[src/rtl/aes_display_sequencer.sv]
// Shows a 128-bit AES block on an 8-digit 7-segment display as four rotating 32-bit pages.
// Digit scan and page rotation use single-cycle enable strobes derived from clk.
module aes_display_sequencer #(
    parameter int unsigned SCAN_DIV = 100000,
    parameter int unsigned PAGE_DIV = 500000000
) (
    input  logic         clk,
    input  logic         rst,
    input  logic [127:0] data_in,
    input  logic         data_valid,
    output logic         data_ready,
    input  logic         next_page,
    input  logic         loop_en,
    output logic [7:0]   an,
    output logic [6:0]   seg,
    output logic         dp,
    output logic [1:0]   page_idx,
    output logic         busy,
    output logic         page_wrap
);

    typedef enum logic [0:0] {StIdle, StShow} state_e;

    state_e       state_q, state_d;
    logic         ready_q;
    logic [31:0]  scan_cnt_q, scan_cnt_d;
    logic [2:0]   digit_q, digit_d;
    logic [31:0]  page_cnt_q, page_cnt_d;
    logic [1:0]   page_idx_q, page_idx_d;
    logic         page_wrap_q, page_wrap_d;
    logic [127:0] block_q, block_d;
    logic [7:0]   an_q, an_d;
    logic [6:0]   seg_q, seg_d;
    logic         dp_q, dp_d;

    logic         scan_tick;
    logic         page_tick;
    logic         transfer;
    logic [31:0]  page_word;
    logic [3:0]   nibble;

    assign transfer  = data_valid & ready_q;
    assign scan_tick = (scan_cnt_q == SCAN_DIV - 1);
    assign page_tick = (state_q == StShow) && (page_cnt_q == PAGE_DIV - 1);

    always_comb begin
        scan_cnt_d = scan_cnt_q + 32'd1;
        digit_d    = digit_q;
        if (scan_tick) begin
            scan_cnt_d = 32'd0;
            digit_d    = digit_q + 3'd1;
        end
    end

    // Priority: transfer > next_page > page_tick; next_page and page_tick together advance once.
    always_comb begin
        state_d     = state_q;
        page_cnt_d  = page_cnt_q;
        page_idx_d  = page_idx_q;
        page_wrap_d = 1'b0;
        block_d     = block_q;
        if (transfer) begin
            block_d    = data_in;
            page_idx_d = 2'd0;
            page_cnt_d = 32'd0;
            state_d    = StShow;
        end else if (state_q == StShow) begin
            if (next_page || page_tick) begin
                page_cnt_d = 32'd0;
                if (page_idx_q != 2'd3) begin
                    page_idx_d = page_idx_q + 2'd1;
                end else begin
                    page_wrap_d = 1'b1;
                    page_idx_d  = 2'd0;
                    if (!loop_en) begin
                        state_d = StIdle;
                    end
                end
            end else begin
                page_cnt_d = page_cnt_q + 32'd1;
            end
        end
    end

    always_comb begin
        unique case (page_idx_q)
            2'd0:    page_word = block_q[127:96];
            2'd1:    page_word = block_q[95:64];
            2'd2:    page_word = block_q[63:32];
            default: page_word = block_q[31:0];
        endcase
    end

    assign nibble = page_word[{digit_q, 2'b00} +: 4];

    always_comb begin
        an_d  = 8'hFF;
        seg_d = 7'h7F;
        dp_d  = 1'b1;
        if (state_q == StShow) begin
            an_d = ~(8'd1 << digit_q);
            dp_d = (digit_q != {1'b0, page_idx_q});
            case (nibble)
                4'h0:    seg_d = 7'b1000000;
                4'h1:    seg_d = 7'b1111001;
                4'h2:    seg_d = 7'b0100100;
                4'h3:    seg_d = 7'b0110000;
                4'h4:    seg_d = 7'b0011001;
                4'h5:    seg_d = 7'b0010010;
                4'h6:    seg_d = 7'b0000010;
                4'h7:    seg_d = 7'b1111000;
                4'h8:    seg_d = 7'b0000000;
                4'h9:    seg_d = 7'b0010000;
                4'hA:    seg_d = 7'b0001000;
                4'hB:    seg_d = 7'b0000011;
                4'hC:    seg_d = 7'b1000110;
                4'hD:    seg_d = 7'b0100001;
                4'hE:    seg_d = 7'b0000110;
                default: seg_d = 7'b0001110;
            endcase
        end
    end

    always_ff @(posedge clk) begin
        if (rst) begin
            state_q     <= StIdle;
            ready_q     <= 1'b0;
            scan_cnt_q  <= 32'd0;
            digit_q     <= 3'd0;
            page_cnt_q  <= 32'd0;
            page_idx_q  <= 2'd0;
            page_wrap_q <= 1'b0;
            an_q        <= 8'hFF;
            seg_q       <= 7'h7F;
            dp_q        <= 1'b1;
        end else begin
            state_q     <= state_d;
            ready_q     <= 1'b1;
            scan_cnt_q  <= scan_cnt_d;
            digit_q     <= digit_d;
            page_cnt_q  <= page_cnt_d;
            page_idx_q  <= page_idx_d;
            page_wrap_q <= page_wrap_d;
            an_q        <= an_d;
            seg_q       <= seg_d;
            dp_q        <= dp_d;
        end
    end

    // The held block survives reset so the last result can be redisplayed.
    always_ff @(posedge clk) begin
        block_q <= block_d;
    end

    assign data_ready = ready_q;
    assign an         = an_q;
    assign seg        = seg_q;
    assign dp         = dp_q;
    assign page_idx   = page_idx_q;
    assign busy       = (state_q == StShow);
    assign page_wrap  = page_wrap_q;

endmodule

[config.mk]
export PLATFORM = sky130hd
export DESIGN_NAME = aes_display_sequencer
export DESIGN_NICKNAME = d
export VERILOG_FILES = /design/src/rtl/aes_display_sequencer.sv
export SDC_FILE = /design/constraint.sdc
export NUM_CORES = 1
export LEC_CHECK = 0
export ABC_AREA = 1
export CAP_MARGIN = 20
export CORE_ASPECT_RATIO = 2
export CORE_MARGIN = 10
export CORE_UTILIZATION = 58
export CTS_CLUSTER_SIZE = 30
export DETAILED_ROUTE_END_ITERATION = 16
export GPL_TIMING_DRIVEN = 0
export PLACE_DENSITY = 0.85
export SYNTH_ARGS = -nofsm -noshare
export SYNTH_HDL_FRONTEND = slang
export SYNTH_SLANG_ARGS = --single-unit
[constraint.sdc]
create_clock -name clk -period 9.4 [get_ports clk]
set_input_delay 1.88 -clock clk [delete_from_list [all_inputs] [get_ports clk]]
set_output_delay 1.88 -clock clk [all_outputs]
set_load 0.01 [all_outputs]
==> results of run 1 <==
[cells by family (layout without fill, tap and decap cells)]
| group | count (synthesis) | after routing | share of synthesized area |
|---|---|---|---|
| compound gates | 62 | 62 | 0.0327 |
| flops | 216 | 216 | 0.567 |
| fa+ha+maj | 18 | 18 | 0.0228 |
| xor+xnor | 25 | 25 | 0.0222 |
| simple gates | 644 | 644 | 0.301 |
| other cells | 0 | 3 | 0 |
| buf+inv | 116 | 303 | 0.0538 |
[where the power goes]
part	switching (mW)	internal, mW	total (mW)
Clock	0.354	0.402	0.756
Sequential	0.0100	1.03	1.04
Combinational	0.0882	0.0839	0.172
Total	0.453	1.52	1.97
[how the worst max path moves through the flow]
stage | to | slack, ns | start | cells after the start
2_1_floorplan | page_cnt_q[16] | 3.94 | data_valid | 6
3_3_place_gp | page_cnt_q[30] | 2.15 | data_valid | 7
6_report | page_idx[0] | 5.96 | page_idx[0] | 1
5_1_grt | page_idx[0] | 5.86 | page_idx[0] | 1
3_5_place_dp | block_q[124] | 5.76 | data_valid | 4
4_1_cts | page_idx[0] | 5.93 | page_idx[0] | 1
[area by class of cell]
class                   count  area (sq um)
clock inverters             8          53.8
fillers                  1180          4470
flip-flops and latches    216          5610
repair buffers            154          1560
clock buffers              25           529
multi-input cells         749          3740
plain buffers              30           209
well taps                 207           259
inverters                  86           328
diodes                      3          7.51
[metrics by stage]
step | utilization | hold slack (ns) | worst slack, ns | power (mW)
after global routing | 0.733 | 0.504 | 5.86 | 2.03
after detailed placement | 0.698 | 0.444 | 5.76 | 1.23
after floorplan | - | 0.417 | 3.94 | 1.14
after global placement | 0.696 | 0.427 | 2.15 | 1.23
final | 0.733 | 0.458 | 5.96 | 1.97
after CTS | 0.733 | 0.455 | 5.93 | 1.97
[layer usage]
layer  vias to the layer above  wire [microns]
met3                        72            1910
li1                       3975               -
met5                         -               0
met1                      4004            9650
met4                         0            1220
met2                       356           16200
[state kept, by name, indices dropped and copies added (netlist names)]
signal,count
an,8
seg,7
page_wrap,1
block_q,128
data_ready,1
scan_cnt_q,32
digit_q,3
dp,1
busy,1
page_cnt_q,32
page_idx,2
[synth_stat cells (2+ instances only)]
cell | count | area [sq um]
sky130_fd_sc_hd__buf_6 | 6 | 67.6
sky130_fd_sc_hd__a21oi_1 | 43 | 215
sky130_fd_sc_hd__o211ai_1 | 4 | 30.0
sky130_fd_sc_hd__clkbuf_1 | 3 | 11.3
sky130_fd_sc_hd__nor3_1 | 29 | 145
sky130_fd_sc_hd__nand3_1 | 120 | 601
sky130_fd_sc_hd__nor3_4 | 4 | 65.1
sky130_fd_sc_hd__xor2_1 | 15 | 131
sky130_fd_sc_hd__nor4_1 | 5 | 31.3
sky130_fd_sc_hd__nor2_1 | 111 | 417
sky130_fd_sc_hd__ha_1 | 18 | 225
sky130_fd_sc_hd__o21ai_0 | 14 | 70.1
sky130_fd_sc_hd__edfxtp_1 | 128 | 3840
sky130_fd_sc_hd__nor2_4 | 3 | 33.8
sky130_fd_sc_hd__xnor2_1 | 10 | 87.6
sky130_fd_sc_hd__or2_2 | 9 | 56.3
sky130_fd_sc_hd__buf_2 | 11 | 55.1
sky130_fd_sc_hd__nor2_2 | 3 | 18.8
sky130_fd_sc_hd__nand2_4 | 4 | 45.0
sky130_fd_sc_hd__nand4_1 | 35 | 219
sky130_fd_sc_hd__nor3b_1 | 11 | 82.6
sky130_fd_sc_hd__or2_1 | 2 | 12.5
sky130_fd_sc_hd__buf_4 | 10 | 75.1
sky130_fd_sc_hd__nand4_2 | 2 | 25.0
sky130_fd_sc_hd__clkinv_1 | 2 | 7.51
sky130_fd_sc_hd__dfxtp_1 | 88 | 1760
sky130_fd_sc_hd__inv_1 | 83 | 312
sky130_fd_sc_hd__nand2_1 | 289 | 1080
sky130_fd_sc_hd__nand2_2 | 11 | 68.8
sky130_fd_sc_hd__and3_1 | 2 | 12.5
[layout by cell type, fill, tap and decap left out, types with 10 or more instances in the layout]
master,netlist,routed
sky130_fd_sc_hd__nand4_1,35,35
sky130_fd_sc_hd__a21oi_1,43,43
sky130_fd_sc_hd__dfxtp_1,88,88
sky130_fd_sc_hd__ha_1,18,18
sky130_fd_sc_hd__buf_2,11,11
sky130_fd_sc_hd__nor3_1,29,29
sky130_fd_sc_hd__o21ai_0,14,14
sky130_fd_sc_hd__edfxtp_1,128,128
sky130_fd_sc_hd__clkbuf_16,0,20
sky130_fd_sc_hd__inv_1,83,82
sky130_fd_sc_hd__xor2_1,15,15
sky130_fd_sc_hd__nand3_1,120,120
sky130_fd_sc_hd__xnor2_1,10,10
sky130_fd_sc_hd__nor2_1,111,111
sky130_fd_sc_hd__nor3b_1,11,11
sky130_fd_sc_hd__buf_4,10,10
sky130_fd_sc_hd__nand2_1,289,289
sky130_fd_sc_hd__nand2_2,11,11
sky130_fd_sc_hd__clkdlybuf4s50_1,0,153
==> impl_summary.log, run 1 <==
INFO  metric timing.slew.headroom = 0.565
INFO  metric min_period_over_period = 0.366
INFO  metric leakagePower = 4.68 nW
INFO  metric clock_sink_count = around 220
INFO  metric detail-route-antenna-nets = 0
INFO  metric synth.lib_cells_used.distinct = 36
INFO  metric worstMarginPinSlew = 0.652 ns
INFO  metric synth_area_per_cell = 9.14 sq um
INFO  metric hold_buffers = 0
INFO  metric clock.fmax = between 0.2 and 0.3 GHz
INFO  metric die_area = 23,000 sq um
INFO  metric async_reset_ff_frac = 0
INFO  metric finalNonFillerCells = 1,478
INFO  metric worst-endpoint-arrival = 1.56 ns
INFO  metric detail_route.wl_per_cell = 19.6 microns
INFO  metric post-route-cell-area = 12,300 sq um
INFO  metric global_route.usage.met3 = 0.0351
INFO  metric met1_track_utilization_from_global_routing = 0.241
INFO  metric die_width = ~110 microns
INFO  metric post_cts.resized_instances = 0
INFO  metric port-buffer-count = 153
INFO  metric overflow_after_grt = 0
INFO  metric placeableCoreArea = around 17,000 sq um
INFO  metric postSynthCellCount = 1,081
INFO  metric cts.reportedPaths.clkPinSlew = ~0.07 ns
INFO  metric synth.yosys.seq_area_share = 0.567
INFO  metric dr.pass1.iters = 6
INFO  metric timing.critical_path.from_type = flip-flop
INFO  metric synthToLayoutAreaGrowth = 24.4%
INFO  metric timing.critical_path.cells = clkdlybuf4s50_1
INFO  metric vias = 8,407
INFO  metric row_count = 67
INFO  metric clockRootBuffer = sky130_fd_sc_hd__clkbuf_16
INFO  metric synth_enable_flop_cells = 128
INFO  metric postPlaceCellArea = 11,700 sq um
INFO  metric critical-path-slowest-cell = sky130_fd_sc_hd__clkdlybuf4s50_1
INFO  metric clock_latency = 0.51 ns
INFO  metric first_global_vias = 8,592
INFO  metric power.density_cell_area = 160 nW/um^2
INFO  metric crit_required = between 7 and 8 ns
INFO  metric ys.warnings.count = 0
INFO  metric crit_path_max_fanout = 6
INFO  metric final.setup_skew = 0.0192 ns
INFO  metric timing.critical_path.to_type = output port
INFO  metric rr_endpoint = seg[1]
INFO  metric ff_to_ff_start = page_idx[0]
INFO  metric final_net_count = 1,407
INFO  metric setup_total_negative_slack = 0 ns
INFO  metric globalplace.congestion = 0.931
INFO  metric worstHoldStart = scan_cnt_q[0]
INFO  metric clock_tree.buffer_depth = 3
INFO  metric worst_hold_path_endpoint = scan_cnt_q[0]
INFO  metric ys_ff_latch = between 200 and 250
INFO  metric outcome = completed
INFO  metric holdCritPathClass = flip-flop to flip-flop
INFO  metric post_synth_instance_area = 9880 sq um
INFO  metric ctsHtreeMaxLevel = 1
INFO  metric worst_ir_drop_vdd = 137 uV
INFO  metric grt_util_all_layers = 0.244
INFO  metric timing.setup.critical_path_class = flip-flop to output port
INFO  metric globalRouteMet2Util = 0.478
INFO  metric syn_nets = 1,232
INFO  metric worst-r2r-cell-count = 16
INFO  metric post_cts_buffers = 0
INFO  metric critPathMaxStageDelay = 0.62 ns
INFO  metric placedCellCount = 1,442
INFO  metric cts_tree = built
INFO  metric grt_antenna_before_repair = 3
INFO  metric synth_top_flop_cell = sky130_fd_sc_hd__edfxtp_1
INFO  metric finalWorstPathRequiredPeriod = 3.44 ns
INFO  metric start_util = 0.589
INFO  metric rsz0062_at_grt = false
INFO  metric final_max_slew_viol_count = 0
INFO  metric floorplan.io_pins = 154
INFO  metric dp_hpwl = around 21 mm
INFO  metric slack_of_the_worst_reg_to_reg_path = 6.43 ns
INFO  metric critical_path_buf_inv_count = 1
INFO  metric grt_pass1_wl = 44.5 mm
INFO  metric fraction_of_layout_cells_with_a_size_suffix_above_1 = 0.0765
INFO  metric busiest_layer = met2
INFO  metric grt_start_max_net_pins = 78
INFO  metric hold-path-cell-count = 1
INFO  metric dieHeight = 205 microns
INFO  metric cts-buffers-inserted = 19
INFO  metric route.detailed.vias_per_inst = about 5.7
INFO  metric cap_viol_max_count = 0
INFO  metric route.final.wire_length = 29.0 mm
INFO  metric hold_violations = 0
INFO  metric detail_route.drc_violations = 0
INFO  metric report.final.setup_viol = 0
INFO  metric number_of_violations_reported_at_the_end_of_detailed_routing_iteration_0 = 622
INFO  metric cp_top_family = buffers and inverters
Power figures use the tool's default switching activity.
==> run 2, diff against run 1 <==
CORE_UTILIZATION = 54   (was 58)
PLACE_DENSITY = 0.8   (was 0.85)
clock period = 3.4 ns   (was 9.4 ns; I/O delays follow)
==> impl_summary.log, run 2 (synthesis gave the netlist of run 1 again) <==
INFO  metric outcome = completed (unchanged)
INFO  metric critPathMaxStageDelay = 0.38 ns (was 0.62 ns)
INFO  metric leakagePower = 4.68 nW (about the same)
INFO  metric crit_required = 3.75 ns (was 7.52 ns)
INFO  metric detail-route-antenna-nets = 0 (unchanged)
INFO  metric timing.setup.critical_path_class = flip-flop to flip-flop (was flip-flop to output port)
INFO  metric number_of_violations_reported_at_the_end_of_detailed_routing_iteration_0 = 532 (was 622)
INFO  metric clock_sink_count = 216 (unchanged)
INFO  metric placeableCoreArea = 17,900 sq um (was 16,800 sq um)
INFO  metric largest_reg_flops = 128 (unchanged)
INFO  metric worst-endpoint-arrival = 3.32 ns (was 1.56 ns)
INFO  metric grt_start_max_net_pins = 48 (was 78)
INFO  metric overflow_after_grt = 0 (unchanged)
INFO  metric worst-r2r-cell-count = 16 (unchanged)
INFO  metric route.detailed.vias_per_inst = 5.47 (was 5.69)
INFO  metric largest_registers_ranked_by_flip_flop_count = block_q: 128 flops, page_cnt_q: 32 flops, scan_cnt_q: 32 flops (unchanged)
INFO  metric power.total = 5.36 mW (was 1.97 mW)
INFO  metric crit_path_max_fanout = 10 (was 6)
INFO  metric floorplan.io_pins = 154 (unchanged)
INFO  metric start_util = 0.553 (was 0.589)
INFO  metric net-switching-power = 1.19 mW (was 453 uW)
INFO  metric fraction_of_layout_cells_with_a_size_suffix_above_1 = 0.0771 (was 0.0765)
INFO  metric cap_viol_max_count = 0 (unchanged)
INFO  metric rsz0062_at_grt = false (unchanged)
INFO  metric die_width = 116 microns (was 112 microns)
INFO  metric worst_ir_drop_vdd = 376 uV (was 137 uV)
INFO  metric slack_of_the_worst_reg_to_reg_path = 0.42 ns (was 6.43 ns)
INFO  metric hold_buffers = 0 (unchanged)
INFO  metric ff_to_ff_start = page_idx[0] (unchanged)
INFO  metric worstHoldStart = scan_cnt_q[0] (unchanged)
INFO  metric dieHeight = 211 microns (was 205 microns)
INFO  metric power_frac_seq = 0.538 (was 0.529)
INFO  metric dp_hpwl = 21.2 mm (was 21.5 mm)
INFO  metric holdCritPathClass = flip-flop to flip-flop (unchanged)
INFO  metric final_max_slew_viol_count = 0 (unchanged)
INFO  metric clock_tree.buffer_depth = 3 (unchanged)
INFO  metric dr.pass1.iters = 5 (was 6)
INFO  metric vias = 8,128 (was 8,407)
INFO  metric netSwitchingFraction = 0.222 (was 0.230)
INFO  metric max_flop_register = block_q (unchanged)
INFO  metric cts.reportedPaths.clkPinSlew = 0.07 ns (about the same)
INFO  metric detail_route.wl_per_cell = 18.5 microns (was 19.6 microns)
INFO  metric timing.critical_path.cells = inv_1, ha_1, buf_4, buf_2, nand2_1, nand3_1, nand2_1, nand2_1, nand3_1, nand3_1, nand2_1, ha_1, inv_1, nand3_1, nand3_1, nand3_1 (was clkdlybuf4s50_1)
INFO  metric layout_common_cells = sky130_fd_sc_hd__nand2_1 (288), sky130_fd_sc_hd__clkdlybuf4s50_1 (153), sky130_fd_sc_hd__edfxtp_1 (128), sky130_fd_sc_hd__nand3_1 (120), sky130_fd_sc_hd__nor2_1 (111) (was sky130_fd_sc_hd__nand2_1 (289), sky130_fd_sc_hd__clkdlybuf4s50_1 (153), sky130_fd_sc_hd__edfxtp_1 (128), sky130_fd_sc_hd__nand3_1 (120), sky130_fd_sc_hd__nor2_1 (111))
INFO  metric place_ws = 0.417 ns (was 5.76 ns)
INFO  metric timing.critical_path.from_type = flip-flop (unchanged)
INFO  metric clock.fmax = 0.336 GHz
INFO  metric post_cts_buffers = 0 (unchanged)
INFO  metric detail_route.drc_violations = 0 (unchanged)
INFO  metric first_global_vias = 8,407 (was 8,592)
INFO  metric power.share.combinational = 0.087 (about the same)
INFO  metric globalplace.congestion = 0.924 (was 0.931)
INFO  metric row_count = 69 (was 67)
INFO  metric port-buffer-count = 153 (unchanged)
INFO  metric report.final.setup_viol = 0 (unchanged)
INFO  metric grt_antenna_before_repair = 2 (was 3)
INFO  metric hold_violations = 0 (unchanged)
INFO  metric hold-path-cell-count = 1 (unchanged)
INFO  metric cts_tree = built (unchanged)
INFO  metric synthToLayoutAreaGrowth = 24.7% (was 24.4%)
INFO  metric timing.slew.headroom = 0.586 (was 0.565)
INFO  metric worst_hold_path_endpoint = scan_cnt_q[0] (unchanged)
INFO  metric power.density_cell_area = 435 nW/um^2 (was 160 nW/um^2)
INFO  metric ctsHtreeMaxLevel = 1 (unchanged)
INFO  metric timing.critical_path.to_type = flip-flop (was output port)
INFO  metric final.setup_skew = 0.0147 ns (was 0.0192 ns)
INFO  metric finalWorstPathRequiredPeriod = between 2 and 3 ns
INFO  metric layout.filler_cells = 1,413 (was 1,180)
INFO  metric final_net_count = 1,409 (was 1,407)
INFO  metric postPlaceCellArea = 11,700 sq um (about the same)
INFO  metric post-route-cell-area = 12,300 sq um (about the same)
INFO  metric rr_endpoint = seg[3] (was seg[1])
INFO  metric setup_total_negative_slack = 0 ns (unchanged)
INFO  metric clock_power_share = 0.374 (was 0.383)
INFO  metric global_route.usage.met3 = 0.0407 (was 0.0351)
INFO  metric fin_ws = 0.424 ns (was 5.96 ns)
INFO  metric met1_track_utilization_from_global_routing = 0.214 (was 0.241)
INFO  metric cp_common_cell = sky130_fd_sc_hd__nand3_1
INFO  metric busiest_layer = met2 (unchanged)
INFO  metric internal_power = 4.17 mW (was 1.52 mW)
INFO  metric critical-path-slowest-cell = sky130_fd_sc_hd__dfxtp_1 (was sky130_fd_sc_hd__clkdlybuf4s50_1)
INFO  metric route.final.wire_length = 27.5 mm (was 29.0 mm)
INFO  metric clock_latency = 0.50 ns (was 0.51 ns)
INFO  metric worstMarginPinSlew = 0.615 ns (was 0.652 ns)
INFO  metric grt_util_all_layers = 0.226 (was 0.244)
INFO  metric globalRouteMet2Util = 0.446 (was 0.478)
INFO  metric clockRootBuffer = sky130_fd_sc_hd__clkbuf_16 (unchanged)
INFO  metric cts-buffers-inserted = 19 (unchanged)
INFO  metric layout_commonest_cell = sky130_fd_sc_hd__nand2_1 (unchanged)
INFO  metric post_cts.resized_instances = 0 (unchanged)
INFO  metric die_area = 24,400 sq um (was 23,000 sq um)
INFO  metric min_period_over_period = 0.875
INFO  metric grt_pass1_wl = 43.2 mm (was 44.5 mm)
## run 2: metal layers
layer  wire length, microns  part of all wire
met2                  15600              0.57
met1                   8830              0.32
met3                   2010             0.073
met4                   1070             0.039
met5                      0                 0
## run 2: worst max-delay path by stage
stage,to,slack [ns],depth (start not counted),startpoint
floorplan,page_cnt_q[16],0.003,6,data_valid
global placement,page_wrap,-1.58,6,data_valid
detailed placement,seg[3],0.42,16,page_idx[0]
CTS,seg[3],0.40,16,page_idx[0]
global route,seg[3],0.22,16,page_idx[0]
finish,seg[3],0.42,16,page_idx[0]
## run 2: cell type report
class / count / area, sq um / share of cell area
flip-flops and latches: 216 / 5610 / 0.455
multi-input cells: 749 / 3750 / 0.304
repair buffers: 156 / 1590 / 0.129
clock buffers: 24 / 514 / 0.0417
inverters: 86 / 327 / 0.0265
well taps: 213 / 267 / 0.0216
plain buffers: 30 / 209 / 0.0170
clock inverters: 10 / 52.6 / 0.00426
diodes: 3 / 7.51 / 0.000609
## run 2: worst max-delay path: cells and delay by family, from the launching register on
family	cells	cell delay, ns
and+or+nand+nor	10	1.02
adders and majority gates	2	0.66
DFF	1	0.38
buffers and inverters	4	0.77
## run 2: power by group through the flow
| stage | combinational, mW | sequential (mW) | clock, mW |
|---|---|---|---|
| after floorplan | 0.205 | 2.94 | 0 |
| after CTS | 0.469 | 2.88 | 2.04 |
| final | 0.468 | 2.88 | 2.00 |
| after detailed placement | 0.465 | 2.94 | 0 |
| after global routing | 0.512 | 2.89 | 2.14 |
| after global placement | 0.448 | 2.95 | 0 |
## run 2: per-stage QoR
step           hold WS (ns)  cells   util
4_1_cts               0.458   1484  0.689
5_1_grt               0.484   1486  0.689
2_1_floorplan         0.417   1081      -
3_3_place_gp          0.428   1447  0.654
3_5_place_dp          0.449   1450  0.657
6_report              0.464   1487  0.689
==> run 3, diff against run 2 <==
SKIP_CTS_REPAIR_TIMING = 1   (was not set)
==> results of run 3 <==
Same layout as run 2: the final DEF is identical, and so are final timing and power.
